### src/rtl/pll_phase_step_ctrl.sv
// rtl/pll_phase_step_ctrl.sv - PLL dynamic phase-shift step sequencer (optional PLL_PHASE_POS_TRACK_EN)
module pll_phase_step_ctrl #(
  parameter int STEP_LO_CYC  = 2,
  parameter int GAP_CYC      = 4,
  parameter int LOCK_TIMEOUT = 1024,
  parameter int CNT_W        = 8
) (
  input  logic             clk,
  input  logic             rst,
  input  logic             req_valid,
  output logic             req_ready,
  input  logic [2:0]       req_sel,
  input  logic             req_dir,
  input  logic [CNT_W-1:0] req_steps,
  input  logic             pll_lock,
  output logic [2:0]       phase_sel,
  output logic             phase_dir,
  output logic             phase_step_n,
  output logic             load_phase,
  output logic             done,
  output logic             err,
  output logic [1:0]       err_code,
  output logic             busy
`ifdef PLL_PHASE_POS_TRACK_EN
  , output logic [5*13-1:0] pos_o
`endif
);

  localparam logic [2:0] S_IDLE      = 3'd0;
  localparam logic [2:0] S_SETUP     = 3'd1;
  localparam logic [2:0] S_STEP_LO   = 3'd2;
  localparam logic [2:0] S_GAP       = 3'd3;
  localparam logic [2:0] S_LOAD      = 3'd4;
  localparam logic [2:0] S_WAIT_LOCK = 3'd5;

  localparam int PW_MAX = (STEP_LO_CYC > GAP_CYC) ? STEP_LO_CYC : GAP_CYC;
  localparam int TW     = $clog2(PW_MAX + 1);
  localparam int TO_W   = $clog2(LOCK_TIMEOUT + 1);

  localparam logic [TW-1:0]   LO_LAST  = TW'(STEP_LO_CYC - 1);
  localparam logic [TW-1:0]   GAP_LAST = TW'(GAP_CYC - 1);
  localparam logic [TO_W-1:0] TO_LAST  = TO_W'(LOCK_TIMEOUT - 1);
  localparam logic [TO_W-1:0] TO_MAX   = TO_W'(LOCK_TIMEOUT);

  logic [2:0]       state;
  logic [TW-1:0]    tmr;
  logic [TO_W-1:0]  to_cnt;
  logic [CNT_W-1:0] remaining;
  logic             accept;
  logic             stepping;
  logic             step_done;

  assign req_ready = (state == S_IDLE) && pll_lock;
  assign busy      = (state != S_IDLE);
  assign accept    = req_valid && req_ready;
  assign stepping  = (state == S_SETUP) || (state == S_STEP_LO) || (state == S_GAP);
  // A step counts as issued only once its full low time has elapsed with lock held
  assign step_done = (state == S_STEP_LO) && pll_lock && (tmr == LO_LAST);

  // Request sequencer: setup, spaced step pulses, load strobe, then lock confirmation
  always_ff @(posedge clk) begin
    if (rst) begin
      state        <= S_IDLE;
      tmr          <= '0;
      to_cnt       <= '0;
      remaining    <= '0;
      phase_sel    <= 3'd0;
      phase_dir    <= 1'b0;
      phase_step_n <= 1'b1;
      load_phase   <= 1'b0;
      done         <= 1'b0;
      err          <= 1'b0;
      err_code     <= 2'd0;
    end else begin
      done       <= 1'b0;
      err        <= 1'b0;
      err_code   <= 2'd0;
      load_phase <= 1'b0;
      if (stepping && !pll_lock) begin
        // Lock lost mid-move: release the step line and abandon without loading
        phase_step_n <= 1'b1;
        err          <= 1'b1;
        err_code     <= 2'd2;
        tmr          <= '0;
        state        <= S_IDLE;
      end else begin
        case (state)
          S_IDLE: begin
            if (accept) begin
              if (req_sel > 3'd4) begin
                err      <= 1'b1;
                err_code <= 2'd1;
              end else if (req_steps == '0) begin
                load_phase <= 1'b1;
                state      <= S_LOAD;
              end else begin
                phase_sel <= req_sel;
                phase_dir <= req_dir;
                remaining <= req_steps;
                state     <= S_SETUP;
              end
            end
          end
          S_SETUP: begin
            phase_step_n <= 1'b0;
            tmr          <= '0;
            state        <= S_STEP_LO;
          end
          S_STEP_LO: begin
            if (tmr == LO_LAST) begin
              phase_step_n <= 1'b1;
              tmr          <= '0;
              if (remaining != '0) remaining <= remaining - CNT_W'(1);
              state        <= S_GAP;
            end else begin
              tmr <= tmr + TW'(1);
            end
          end
          S_GAP: begin
            if (tmr == GAP_LAST) begin
              tmr <= '0;
              if (remaining == '0) begin
                load_phase <= 1'b1;
                state      <= S_LOAD;
              end else begin
                phase_step_n <= 1'b0;
                state        <= S_STEP_LO;
              end
            end else begin
              tmr <= tmr + TW'(1);
            end
          end
          S_LOAD: begin
            to_cnt <= '0;
            state  <= S_WAIT_LOCK;
          end
          S_WAIT_LOCK: begin
            if (pll_lock) begin
              done  <= 1'b1;
              state <= S_IDLE;
            end else if (to_cnt == TO_LAST) begin
              err      <= 1'b1;
              err_code <= 2'd3;
              state    <= S_IDLE;
            end else if (to_cnt != TO_MAX) begin
              to_cnt <= to_cnt + TO_W'(1);
            end
          end
          default: state <= S_IDLE;
        endcase
      end
    end
  end

`ifdef PLL_PHASE_POS_TRACK_EN
  // Signed per-output phase position, wrapping modulo 2^13
  always_ff @(posedge clk) begin
    if (rst) begin
      pos_o <= '0;
    end else if (step_done) begin
      pos_o[int'(phase_sel)*13 +: 13] <= pos_o[int'(phase_sel)*13 +: 13] +
                                         (phase_dir ? 13'd1 : 13'h1fff);
    end
  end
`endif

endmodule
### config.mk
export PLATFORM = sky130hd
export DESIGN_NAME = pll_phase_step_ctrl
export DESIGN_NICKNAME = d
export VERILOG_FILES = /design/src/rtl/pll_phase_step_ctrl.sv
export SDC_FILE = /design/constraint.sdc
export NUM_CORES = 1
export LEC_CHECK = 0
export BUFFER_PORTS_ARGS = -buffer_cell sky130_fd_sc_hd__buf_2
export CAP_MARGIN = 25
export CORE_ASPECT_RATIO = 1.4
export CORE_MARGIN = 2
export CORE_UTILIZATION = 30
export CTS_CLUSTER_DIAMETER = 100
export DETAILED_ROUTE_END_ITERATION = 6
export PLACE_DENSITY_LB_ADDON = 0.05
export REMOVE_ABC_BUFFERS = 1
export SLEW_MARGIN = 25
export SYNTH_ARGS = -nofsm -noshare
export SYNTH_HDL_FRONTEND = slang
export SYNTH_SLANG_ARGS = --single-unit
### constraint.sdc
create_clock -name clk -period 2.3 [get_ports clk]
set_input_delay 0.46 -clock clk [delete_from_list [all_inputs] [get_ports clk]]
set_output_delay 0.46 -clock clk [all_outputs]
set_load 0.005 [all_outputs]
==> impl_metrics.toml, run 1 <==
[status]
status = "finished, final reports clean"

[clocking]
cts-root-buf = "clkbuf_8"
cts.clk_slew.worst_paths_ps = 80
cts-htree-levels = 2
clock_path_buffers = 2
cts_tree = "yes"
cts_sinks = 35
cts_buffers = 5
hold_buffers = 0
cts_resized = 0
cts_setup_buffers = 0
clk_latency_ps = 290

[finish]
drive_above_1_share_pct = 23.6
nNetsFinal = 306
fill_cells = 776
antenna_cells = 0
final_common_cell = "dfxtp_1"
area_growth_pct = 14.6
final_cell_mix = "35 x dfxtp_1, 28 x nor2_1, 27 x buf_2"

[sta]
slew_headroom_pct = 65.1
setup_violations = 0
fin_skew_ps = 7.54
finalHoldViolCount = 0
drv_slew = 0
tightest_slew_ps = 519
rsz0062_at_grt = "no"
fmax_ghz = 0.485
fin_crit_ps = 2060
min_period_over_period_pct = 89.6
tns_ps = 0

[route]
drtAntennaViolNets = 0
drcViolationCount = 0
drt-pass1-iter-count = 4
wl_per_cell_um = 14.9
wl_um = 5640
vias_per_cell = 5.13
drt_iter0_drc = 57
num_vias = 1946

[grt]
grt_pass1_wl_um = 9270
grt_util_all_layers_pct = 15.3
grt_pass1_vias = 1912
grt_max_degree = 18
overflow = 0
antenna_found_initial = 0

[power]
leakagePower_nw = 0.955
peakVddDrop_mv = 0.348
power_mw = 2.08
p_per_area_nw_per_um2 = 847

[place]
place_hpwl_um = 4250
gp_congestion = 0.787
port_buffers = 27

[logic_synthesis]
synth_edf_count = 0
synth_cell_types = 66
async_flop_share_pct = 0
synth-seq-cells = 35
syn_inst = 256
avgSynthCellArea_um2 = 8.39
synth_area_um2 = 2150
synth_top_area_share_pct = 32.6
ys_top_cells_by_area = "dfxtp_1 33%, a21oi_1 5.8%, nor2_1 4.9%"
synth_top_area_cell = "dfxtp_1"
yosysWarningCount = 0
ys.flop_type = "dfxtp_1"
seq_area_frac_synth_pct = 32.6

[worst_setup_path]
critPathKind = "register to primary output"
cp_max_fo = 10
cp_data_arrival_time_ps = 1600
critPathRequiredTime_ps = 1840
end_kind = "primary output"
crit_path_start_kind = "register"

[floorplan]
rows = 36
core-area_um2 = 6940
ios = 28
initial_core_util_pct = 31.0
die_w_um = 75.5
die_area_um2 = 7860
die_y_um = 104

[job]
maxCapViolCount = 0

[min_path]
hold_class = "primary input to register"
[critical path, cell delays in order (launching register included)]
cell,delay [ps]
dfxtp_1,420
buf_4,220
nor3_1,320
and2_1,220
buf_2,120
[sequential cells by signal (all words and copies together), names as in the netlist]
signal        cells
load_phase        1
remaining         8
phase_sel         3
phase_step_n      1
err               1
tmr               3
to_cnt           11
state             3
done              1
phase_dir         1
err_code          2
[kinds of logic after synthesis]
kind of cell | synth area share (%)
xor+xnor | 0.408
fa+ha+maj | 4.08
simple gates | 28.8
compound gates | 24.4
mux | 2.86
flops | 32.6
buf+inv | 6.76
[layout make-up]
cell class                 instances  area, um2  area share [%]
clock inverter                     1       7.51           0.305
timing repair buffer              35        195            7.93
inverter                          11       41.3            1.68
multi-input combinational        195       1300            52.9
sequential                        35        701            28.5
clock buffer                       7       96.3            3.91
tap                               95        119            4.83
[final timing paths]
check | startpoint | endpoint | slack [ps] | cells after the start
setup / recovery | state[0] | req_ready | 240 | 4
hold / removal | req_dir | phase_dir | 410 | 3
setup reg to reg | state[1] | remaining[6] | 320 | 5
hold reg to reg | remaining[7] | remaining[7] | 470 | 2
[routing by layer]
| metal | global-route usage, % | vias up | part of all wire (%) |
|---|---|---|---|
| met5 | 0 | - | 0 |
| met4 | 6.52 | 0 | 2.7 |
| met3 | 3.00 | 13 | 2.0 |
| met2 | 27.3 | 24 | 55 |
| met1 | 16.8 | 925 | 41 |
| li1 | - | 984 | - |
[synth_stat cells, types with 2 or more instances]
cell type  instances
dfxtp_1           35
nor2_1            28
a21oi_1           25
nand2_1           17
o21ai_0           14
inv_1             11
nand3_1           10
ha_1               7
a31oi_1            6
and3_1             6
nor3_1             6
buf_6              5
mux2i_1            5
buf_2              4
clkbuf_1           4
nand2b_1           4
a21o_2             3
and2_1             3
nand4_1            3
nand4b_1           3
o31ai_1            3
or3_1              3
a211oi_1           2
a211oi_2           2
nand3b_1           2
nor4_1             2
o21a_1             2
o21ai_2            2
or2_2              2
[stage by stage]
step | utilization (%) | cells | setup WS [ps] | hold WS, ps | cell area, um2
global placement | 34.0 | 371 | 283 | 463 | 2360
detailed placement | 34.0 | 371 | 268 | 461 | 2360
finish | 35.5 | 379 | 240 | 408 | 2460
global route | 35.5 | 379 | 34.1 | 427 | 2460
CTS | 35.5 | 379 | 215 | 397 | 2460
floorplan | - | 241 | 530 | 437 | 2040
[power breakdown]
group	total, mW	internal, mW	switching [mW]
Combinational	0.792	0.334	0.458
Clock	0.507	0.273	0.234
Sequential	0.786	0.684	0.102
(Power assumes the default switching activity.)
==> run 2: changes to the inputs <==
- clock period: 2.3 -> 2 ns (I/O delays scaled with it)
==> run 2 against run 1 <==
Core utilization increased by 1.0 points. Register-to-register slack got worse by 150 ps. Setup slack got worse by 89 ps. Critical endpoint unchanged.
==> impl_metrics.toml, run 2 (synthesis gave the netlist of run 1 again) <==
[worst_setup_path]
reg2regPathDepth = 7
critPathKind = "register to primary output"
critPathRequiredTime_ps = 1600
r2r-end = "remaining[0]"
slowest_stage = "dfxtp_1"
crit_path_start_kind = "register"
cp_max_fo = 10
path_buf_inv = 2
r2r_start = "tmr[0]"
crit_chain = "buf_4 -> nor3_2 -> and2_1 -> buf_2"
cpPeakStageDelay_ps = 430
cp_data_arrival_time_ps = 1450
crit_family = "flip-flops"
r2r_setup_slack_ps = 170
end_kind = "primary output"

[clocking]
cts.clk_slew.worst_paths_ps = 70
cts_tree = "yes"
clk_latency_ps = 290
cts_setup_buffers = 0
cts_buffers = 5
clock_path_buffers = 2
cts-htree-levels = 2
cts-root-buf = "clkbuf_8"
cts_sinks = 35

[finish]
nNetsFinal = 313
top_register = "to_cnt"
final_common_cell = "dfxtp_1"
antenna_cells = 0
final_cell_mix = "35 x dfxtp_1, 28 x nor2_1, 27 x buf_2"
area_growth_pct = 17.9
top_regs = "to_cnt: 11 flops, remaining: 8 flops"
fill_cells = 776
drive_above_1_share_pct = 25.5
largest_reg_flops = 11
fin_area_um2 = 2530

[route]
wl_um = 5550
num_vias = 1973
drt_iter0_drc = 30
vias_per_cell = 5.12
drt-pass1-iter-count = 4
wl_per_cell_um = 14.4
drcViolationCount = 0
drtAntennaViolNets = 0

[min_path]
hold_class = "primary input to register"
worstHoldPathCells = 3
min_from = "req_dir"
holdPathEnd = "phase_dir"

[place]
place_area_um2 = 2430
gp_congestion = 0.772
place_hpwl_um = 4300
port_buffers = 27

[sta]
setup_violations = 0
slew_headroom_pct = 65.9
rsz0062_at_grt = "no"
fin_skew_ps = 4.26
fin_crit_ps = 1850
finalHoldViolCount = 0
tns_ps = 0
drv_slew = 0
tightest_slew_ps = 506
fmax_ghz = 0.541
min_period_over_period_pct = 92.5

[status]
status = "finished, final reports clean"

[power]
power_frac_comb_pct = 42.1
p_per_area_nw_per_um2 = 965
pwr-share-seq_pct = 36.2
peakVddDrop_mv = 0.464
clkPwrFrac_pct = 21.7
power.internal_mw = 1.53
p_sw_share_pct = 37.4
netSwitchingPower_mw = 0.913
leakagePower_nw = 0.998

[grt]
grt_util_all_layers_pct = 15.2
overflow = 0
grt_pass1_vias = 1914
grt_max_degree = 30
antenna_found_initial = 0
grt_pass1_wl_um = 9170

[floorplan]
die_y_um = 104
ios = 28
core-area_um2 = 6940
die_area_um2 = 7860
die_w_um = 75.5
initial_core_util_pct = 31.0
rows = 36

[job]
maxCapViolCount = 0
-- run 2: changes by cell type in the layout (fill, tap and decap cells not counted), sizes merged --
cell	change
buf	+7
clkbuf	-1
clkinv	+1
clkinvlp	-1
-- run 2: timing repair --
action,in CTS,in global routing
gates resized for setup,0,2
endpoints found under the setup margin,0,3
hold buffers,0,0
-- run 2: worst reg2reg max path, cell delays in order, from the launching register on --
cell and delay [ps]:
dfxtp_1 370, ha_1 230, nand3b_4 90, a211oi_2 250, o211ai_2 130, buf_4 180
or3b_1 350, a31oi_1 160
-- run 2: power by group through the flow --
| stage | clock network [mW] | logic (mW) | registers (mW) |
|---|---|---|---|
| final | 0.530 | 1.03 | 0.885 |
| after CTS | 0.555 | 1.05 | 0.886 |
| after detailed placement | 0 | 1.04 | 0.901 |
| after global placement | 0 | 1.05 | 0.904 |
| after floorplan | 0 | 0.619 | 0.909 |
| after global routing | 0.588 | 1.14 | 0.900 |
-- run 2: area by class of cell --
class	instances	area [um2]	share of cell area, %
clock inverters	1	5.00	0.198
well taps	95	119	4.69
clock buffers	6	82.6	3.26
inverters	11	41.3	1.63
repair buffers	42	273	10.8
multi-input cells	195	1310	51.8
flip-flops and latches	35	701	27.7
-- run 2: worst max path at each step --
stage                     cells past startpoint  slack (ps)       start      endpoint
final                                         4         150    state[1]     req_ready
after CTS                                     4           6    state[1]     req_ready
after global routing                          7          10   to_cnt[0]     to_cnt[7]
after floorplan                               5         230    state[0]     to_cnt[9]
after detailed placement                      7          50  req_sel[1]  remaining[0]
after global placement                        7          80  req_sel[1]  remaining[0]
-- run 2: per-stage QoR --
stage	setup WS (ps)	util [%]	power, mW	hold slack, ps	std cells
floorplan	230	-	1.53	437	241
global placement	84.2	35.1	1.95	453	378
detailed placement	52.6	35.1	1.95	457	378
CTS	6.13	36.4	2.49	348	385
global route	12.3	36.5	2.63	348	385
finish	151	36.5	2.44	350	385
-- run 2: layer usage --
layer / routed length [um] / global-route usage (%)
met5: 0 / 0
met3: 150 / 3.20
met1: 2070 / 16.0
met2: 3200 / 27.9
met4: 117 / 5.76
==> run 3: changes to the inputs <==
- BUFFER_PORTS_ARGS: -buffer_cell sky130_fd_sc_hd__buf_2 -> -buffer_cell sky130_fd_sc_hd__clkbuf_2
- CORE_ASPECT_RATIO: 1.4 -> default
==> run 3 against run 2 <==
Wire length down 0.96%. Via count down 2.2%. Sequential power increased by 2.6%. Setup slack lost 11 ps. Global-route usage fell by 0.23 points. Critical path depth increased by 3. Clock-buffer cell count did not move. Power grew 4.3%. Sequential share of layout area fell by 0.31 points. Largest cell class unchanged.
==> impl_metrics.toml, run 3 (synthesis gave the netlist of run 1 again) <==
[route]
met1_length_um = 2550
routed.top_layer = "met4"
wl_per_cell_um = 14.1
drt-pass1-iter-count = 4
drtAntennaViolNets = 0
wl_um = 5490
num_vias = 1930
vias_per_cell = 4.96
drt_iter0_drc = 42
met3_length_um = 141
drcViolationCount = 0
wl_met2_um = 2750

[sta]
rsz0062_at_grt = "no"
setup_violations = 0
slew_headroom_pct = 66.9
fmax_ghz = 0.537
finalHoldViolCount = 0
fin_crit_ps = 1860
drv_slew = 0
fin_skew_ps = 4.84
min_period_over_period_pct = 93.0
tns_ps = 0
tightest_slew_ps = 492
setup_ws_ps = 139

[finish]
final_cell_mix = "35 x dfxtp_1, 28 x nor2_1, 27 x clkbuf_2"
top_register = "to_cnt"
final_common_cell = "dfxtp_1"
drive_above_1_share_pct = 26.3
top_regs = "to_cnt: 11 flops, remaining: 8 flops"
nNetsFinal = 315
largest_reg_flops = 11
fin_area_um2 = 2560
area_growth_pct = 19.3
finish.utilization_pct = 37.3
antenna_cells = 0

[min_path]
min_from = "req_dir"
hold_class = "primary input to register"
worstHoldPathCells = 3
holdPathEnd = "phase_dir"

[grt]
grt_max_degree = 30
grt_pass1_vias = 1913
antenna_found_initial = 0
overflow = 0
grt_pass1_wl_um = 9090
grt_util_all_layers_pct = 14.9

[place]
pre_cts_ws_ps = 80.0
port_buffers = 27
place_hpwl_um = 4090
gp_congestion = 0.760
place_area_um2 = 2440

[floorplan]
die_area_um2 = 7850
core-area_um2 = 6870
rows = 30
ios = 28
die_y_um = 88.6
die_w_um = 88.6
initial_core_util_pct = 31.3

[clocking]
cts-htree-levels = 2
clk_latency_ps = 290
cts-root-buf = "clkbuf_8"
cts_tree = "yes"
cts_sinks = 35
clock_path_buffers = 2
cts.clk_slew.worst_paths_ps = 70
cts_buffers = 5

[worst_setup_path]
slowest_stage = "dfxtp_1"
r2r_setup_slack_ps = 140
crit_path_start_kind = "register"
end_kind = "register"
path_buf_inv = 1
cpPeakStageDelay_ps = 410
reg2regPathDepth = 7
critPathRequiredTime_ps = 2200
r2r_start = "to_cnt[0]"
cp_data_arrival_time_ps = 2060
cp_max_fo = 8
critPathKind = "register to register"
crit_chain = "inv_1 -> ha_1 -> nor4b_1 -> and3_1 -> nor2_2 -> nand2_1 -> a221oi_1"
r2r-end = "to_cnt[7]"
crit_family = "simple AND/OR/NAND/NOR gates"

[status]
status = "finished, final reports clean"

[job]
maxCapViolCount = 0

[power]
power_mw = 2.55
peakVddDrop_mv = 0.411
p_per_area_nw_per_um2 = 994
leakagePower_nw = 1.01
[run 3: repair_timing]
item / CTS / global route
gates resized for setup: 0 / 1
setup buffers: 0 / 0
hold buffers: 0 / 0
setup endpoints to repair: 0 / 2
[run 3: routing by layer]
metal	vias up	GRT usage [%]
met2	22	26.5
li1	1003	-
met3	4	3.08
met5	-	0
met4	0	4.41
met1	901	18.2
[run 3: cell type report]
class,count,area (um2)
repair buffers,44,275
clock buffers,6,82.6
well taps,96,120
multi-input cells,195,1310
flip-flops and latches,35,701
clock inverters,2,35.0
inverters,11,41.3
fillers,753,4310
[run 3: tightest hold or removal path, stage by stage]
cell	delay, ps
clkbuf_2	80
mux2i_1	50
nor2_1	70
[run 3: worst max path at each step]
stage / start / end / slack [ps] / cells after the start
2_1_floorplan: state[0] / to_cnt[9] / 230 / 5
3_3_place_gp: to_cnt[0] / to_cnt[7] / 120 / 7
3_5_place_dp: req_steps[0] / remaining[5] / 80 / 7
4_1_cts: state[2] / req_ready / 50 / 4
5_1_grt: state[1] / remaining[0] / 3 / 4
6_report: to_cnt[0] / to_cnt[7] / 140 / 7
[run 3: metrics by stage]
step	hold slack [ps]	cells
5_1_grt	362	389
6_report	344	389
4_1_cts	336	389
3_5_place_dp	460	381
3_3_place_gp	463	381
2_1_floorplan	437	241
[run 3: where the power goes]
group	switching, mW	internal, mW
Clock	0.269	0.404
Combinational	0.528	0.439
Sequential	0.122	0.787
